$ cat src/rtl/arb_pkg.sv
// arb_pkg: shared sizes and FSM state type for the 16-way round-robin arbiter.
package arb_pkg;
    localparam int N_REQ = 16;
    localparam int IDX_W = 4;
    typedef enum logic {IDLE, BUSY} state_t;
endpackage

$ cat src/rtl/dec_4_16.sv
// dec_4_16: 4-to-16 one-hot decoder.
module dec_4_16 (
    input  logic [3:0]  idx,
    output logic [15:0] dec
);
    assign dec = 16'd1 << idx;
endmodule

$ cat src/rtl/rr_pick_16.sv
// rr_pick_16: first set request at or after ptr, searching upward with wrap.
module rr_pick_16 import arb_pkg::*; (
    input  logic [N_REQ-1:0] req,
    input  logic [IDX_W-1:0] ptr,
    output logic [IDX_W-1:0] pick,
    output logic             any
);
    logic [N_REQ-1:0] rot;
    logic [IDX_W-1:0] off;
    always_comb begin
        rot = N_REQ'({req, req} >> ptr);
        off = '0;
        for (int i = N_REQ - 1; i >= 0; i--)
            if (rot[i]) off = IDX_W'(i);
    end
    assign any  = |req;
    assign pick = ptr + off;
endmodule

$ cat src/rtl/rr_arb_16.sv
// rr_arb_16: round-robin arbiter with bounded hold; owner index is registered
// and expanded to a one-hot grant so req never reaches gnt combinationally.
module rr_arb_16 import arb_pkg::*; #(
    parameter int MAX_HOLD = 8
) (
    input  logic             clk,
    input  logic             rst,
    input  logic [N_REQ-1:0] req,
    output logic [N_REQ-1:0] gnt,
    output logic [IDX_W-1:0] gnt_idx,
    output logic             gnt_valid
);
    localparam int HW = (MAX_HOLD > 1) ? $clog2(MAX_HOLD) : 1;
    localparam logic [HW-1:0] LAST = HW'(MAX_HOLD - 1);

    state_t           state, state_n;
    logic [IDX_W-1:0] ptr, ptr_n, idx_n, pick, pick_ptr;
    logic [HW-1:0]    hold_cnt, hold_n;
    logic             valid_n, any, rel;
    logic [N_REQ-1:0] dec;

    // On release the search starts just past the owner, giving it lowest priority.
    assign pick_ptr = (state == BUSY) ? gnt_idx + IDX_W'(1) : ptr;
    assign rel      = !req[gnt_idx] || hold_cnt == LAST;

    rr_pick_16 u_pick (.req(req), .ptr(pick_ptr), .pick(pick), .any(any));
    dec_4_16   u_dec  (.idx(gnt_idx), .dec(dec));

    assign gnt = dec & {N_REQ{gnt_valid}};

    always_comb begin
        state_n = state;
        ptr_n   = ptr;
        idx_n   = gnt_idx;
        valid_n = gnt_valid;
        hold_n  = hold_cnt;
        if (state == IDLE) begin
            if (any) begin
                idx_n   = pick;
                valid_n = 1'b1;
                hold_n  = '0;
                state_n = BUSY;
            end
        end else if (rel) begin
            ptr_n  = pick_ptr;
            hold_n = '0;
            if (any) idx_n = pick;
            else begin
                valid_n = 1'b0;
                state_n = IDLE;
            end
        end else hold_n = hold_cnt + HW'(1);
    end

    always_ff @(posedge clk) begin
        if (rst) begin
            state     <= IDLE;
            ptr       <= '0;
            gnt_idx   <= '0;
            gnt_valid <= 1'b0;
            hold_cnt  <= '0;
        end else begin
            state     <= state_n;
            ptr       <= ptr_n;
            gnt_idx   <= idx_n;
            gnt_valid <= valid_n;
            hold_cnt  <= hold_n;
        end
    end
endmodule

$ cat config.mk
export PLATFORM = sky130hd
export DESIGN_NAME = rr_arb_16
export DESIGN_NICKNAME = d
export VERILOG_FILES = /design/src/rtl/arb_pkg.sv /design/src/rtl/dec_4_16.sv /design/src/rtl/rr_pick_16.sv /design/src/rtl/rr_arb_16.sv
export SDC_FILE = /design/constraint.sdc
export NUM_CORES = 1
export LEC_CHECK = 0
export CORE_ASPECT_RATIO = 1.5
export CORE_MARGIN = 3
export CORE_UTILIZATION = 50
export CTS_CLUSTER_SIZE = 20
export DETAILED_ROUTE_END_ITERATION = 8
export GPL_TIMING_DRIVEN = 1
export MAX_ROUTING_LAYER = met4
export PLACE_DENSITY_LB_ADDON = 0.08
export SETUP_SLACK_MARGIN = 0.4
export SYNTH_ARGS = -nofsm -noshare
export SYNTH_HDL_FRONTEND = slang
export SYNTH_HIERARCHICAL = 1
export SYNTH_SLANG_ARGS = --single-unit
$ cat constraint.sdc
create_clock -name clk -period 4.4 [get_ports clk]
set_input_delay 0.88 -clock clk [delete_from_list [all_inputs] [get_ports clk]]
set_output_delay 0.88 -clock clk [all_outputs]
set_load 0.01 [all_outputs]
==> results of run 1 <==
-- layer usage --
| layer | vias up | part of all wire | track usage |
|---|---|---|---|
| li1 | 1051 | - | - |
| met5 | - | 0 | - |
| met1 | 1057 | 0.37 | 0.2593 |
| met2 | 66 | 0.56 | 0.4432 |
| met3 | 17 | 0.040 | 0.01980 |
| met4 | 0 | 0.030 | 0.07366 |
-- flip-flops by register name, indices dropped and copies added (netlist names) --
register   cells
gnt_idx        4
ptr            4
state          1
hold_cnt       3
gnt_valid      1
-- where the power goes --
part	internal, mW	leakage (nW)	switching [mW]
clock network	0.0640	0.0228	0.0426
logic	0.730	1.09	0.717
registers	0.151	0.108	0.0249
total	0.945	1.22	0.785
-- cell usage after synthesis, types with 6 or more instances --
cell / n
mux2_2: 10
nand2_1: 19
dfxtp_1: 13
clkbuf_1: 7
and2_1: 17
ha_1: 7
mux2i_1: 17
inv_1: 7
nor2_1: 13
and4bb_2: 6
mux4_1: 10
a21oi_1: 11
mux4_2: 14
-- timing repair --
action,CTS,global route
pin swaps,4,10
resized for setup,22,26
cloned,0,2
setup buffers,1,9
endpoints found under the hold margin,0,0
setup endpoints to repair,3,3
-- cell type report --
type / instances / area (um^2)
multi-input combinational: 203 / 2085
sequential: 13 / 264.0
fill: 407 / 1524
timing repair buffer: 63 / 589.3
tap: 64 / 80.08
inverter: 8 / 30.03
clock buffer: 4 / 45.04
-- worst reg2reg max path: stages, from the launching register on --
cell and delay [ps]:
dfxtp_2 320, ha_2 360, mux2_4 260, mux4_2 550
mux2_2 310, mux2_4 290, or3_1 390, o31ai_2 300
ha_2 250, buf_4 110, fa_1 410, nand2_1 80
mux2i_1 70
-- metrics by stage --
stage,worst slack (ps),TNS (ps),utilization
after CTS,411.9,0,0.6336
after global placement,30.43,0,0.6279
final,575.1,0,0.6699
after global routing,379.3,0,0.6699
after detailed placement,-29.29,-29.29,0.6279
after floorplan,417.2,0,-
-- final timing paths --
path,from,end,slack (ps),cells after the start
worst max-delay path,gnt_idx[0]$_SDFFE_PP0P_,gnt_idx[1]$_SDFFE_PP0P_,580,12
worst min-delay path,hold_cnt[2]$_SDFFE_PP0P_,hold_cnt[2]$_SDFFE_PP0P_,470,2
worst max register to register,gnt_idx[0]$_SDFFE_PP0P_,gnt_idx[1]$_SDFFE_PP0P_,580,12
worst min register to register,hold_cnt[2]$_SDFFE_PP0P_,hold_cnt[2]$_SDFFE_PP0P_,470,2
-- cells by family after synthesis --
| family | after synthesis | synth area share |
|---|---|---|
| simple gates | 93 | 0.2515 |
| mux | 57 | 0.3848 |
| compound gates | 38 | 0.1373 |
| buf+inv | 24 | 0.05710 |
| flops | 13 | 0.1070 |
| fa+ha+maj | 8 | 0.04424 |
| xor+xnor | 5 | 0.01801 |
==> metrics.md, run 1 <==
| Metric | Value |
|---|---|
| Final setup fails | `0` |
| Leakage power | `1.223 nW` |
| Layout area overhead | `27.16%` |
| Largest area contributor in the netlist | `mux4_2` |
| VDD IR max | `0.2688 mV` |
| Nets | `318` |
| Num ports | `39` |
| Syn_nets | `264` |
| Critical Path Fanout Max | `8` |
| Initial antenna violation count | `0` |
| Vias in the first global route | `2254` |
| Via count | `2191` |
| Fin cells | `355` |
| Cell area after layout | `3093 um^2` |
| GR Overflow Total | `0` |
| RSZ-0062 raised after global routing | `false` |
| Post-Place Cell Area | `2899 um^2` |
| N_diodes | `0` |
| Post-synth top area share | `0.1296` |
| Clk root buf | `clkbuf_8` |
| Pwr dens | `559.1 nW/um^2` |
| Final ANT Viol Nets | `0` |
| Clock Sinks | `13` |
| Fin Hold WS | `470.1 ps` |
| Buffers on Ports | `38` |
| Vias per cell | `6.172` |
| Final GP Congestion | `0.8710` |
| Chip width | `62.95 um` |
| Inserted Clock Buffers | `3` |
| Yosys reg bits | `13` |
| Initial drt markers | `119` |
| Die area | `5755 um^2` |
| Fin crit share | `0.8693` |
| Hold-fix buffers at CTS | `0` |
| First-pass GRT wire length | `10810 um` |
| Crit-path leading delay family | `multiplexers` |
| Least-Margin Pin Slew | `505.6 ps` |
| # rows | `30` |
| DRC viols | `0` |
| Leading cell types in the layout, fill and taps excluded | `clkdlybuf4s50_1 (22), mux4_2 (22), buf_4 (21)` |
| Synth top area cells | `mux4_2 (13%), mux4_1 (11%), dfxtp_1 (11%)` |
| Core ar. | `4617 um^2` |
| Crit Path Class | `register to register` |
| Main synth FF type | `dfxtp_1` |
| Bufs on Longest Clock Path | `2` |
| Post-synthesis sequential area ratio | `0.1070` |
| Worst-path clk slew | `50 ps` |
| MaxCap Viol Count | `0` |
| H-tree levels | `1` |
| CP required | `4520 ps` |
| Buffers and inverters on the worst path | `1` |
| HPWL after detailed placement | `4899 um` |
| CP Capture Type | `register` |
| Mapped Area | `2432 um^2` |
| Crit path DAT | `3940 ps` |
| Clock latency on the worst-skew pair | `240 ps` |
| YS warnings | `6` |
| Rel. slew slack | `0.6629` |
| Ordered cell list for the critical path | `ha_2 -> mux2_4 -> mux4_2 -> mux2_2 -> mux2_4 -> or3_1 -> o31ai_2 -> ha_2 -> buf_4 -> fa_1 -> nand2_1 -> mux2i_1` |
| Type of origin of the critical path | `register` |
| Largest net degree at the start of global routing | `30` |
| DR pass1 iterations | `4` |
| Min cycle time layout | `3825 ps` |
| Average size of a mapped cell | `10.22 um^2` |
| Share of cells above drive strength 1 | `0.3540` |
| Routed WL | `6617 um` |
| Gr usage total | `0.2366` |
| Initial core utilization | `0.5268` |
| Dpl cells | `339` |
| Outcome | `finished clean` |
| Max incr delay on CP | `550 ps` |
| EDFF count, synth | `0` |
| CTS tree | `done` |
| FMAX | `0.2614 GHz` |
| Tot Pwr | `1.729 mW` |
| Fin. max-slew vios | `0` |
| Final setup skew | `1.155 ps` |
| Mapped Cells | `238` |
| DR WL/cell | `18.64 um` |
| Chip height | `91.42 um` |
| Slowest-stage cell, CP | `mux4_2` |
| Synth cell types | `58` |
| Worst hold-check path type | `register to register` |
| Hold Vio Cnt, Final | `0` |
| Fraction of registers with async set/reset | `0` |
No activity file was read; power rests on OpenSTA's default activity.
==> run 2, diff against run 1 <==
- HOLD_SLACK_MARGIN: unset -> 0.05
==> results of run 2 <==
No change in the layout: final DEF, timing and power equal those of run 1.
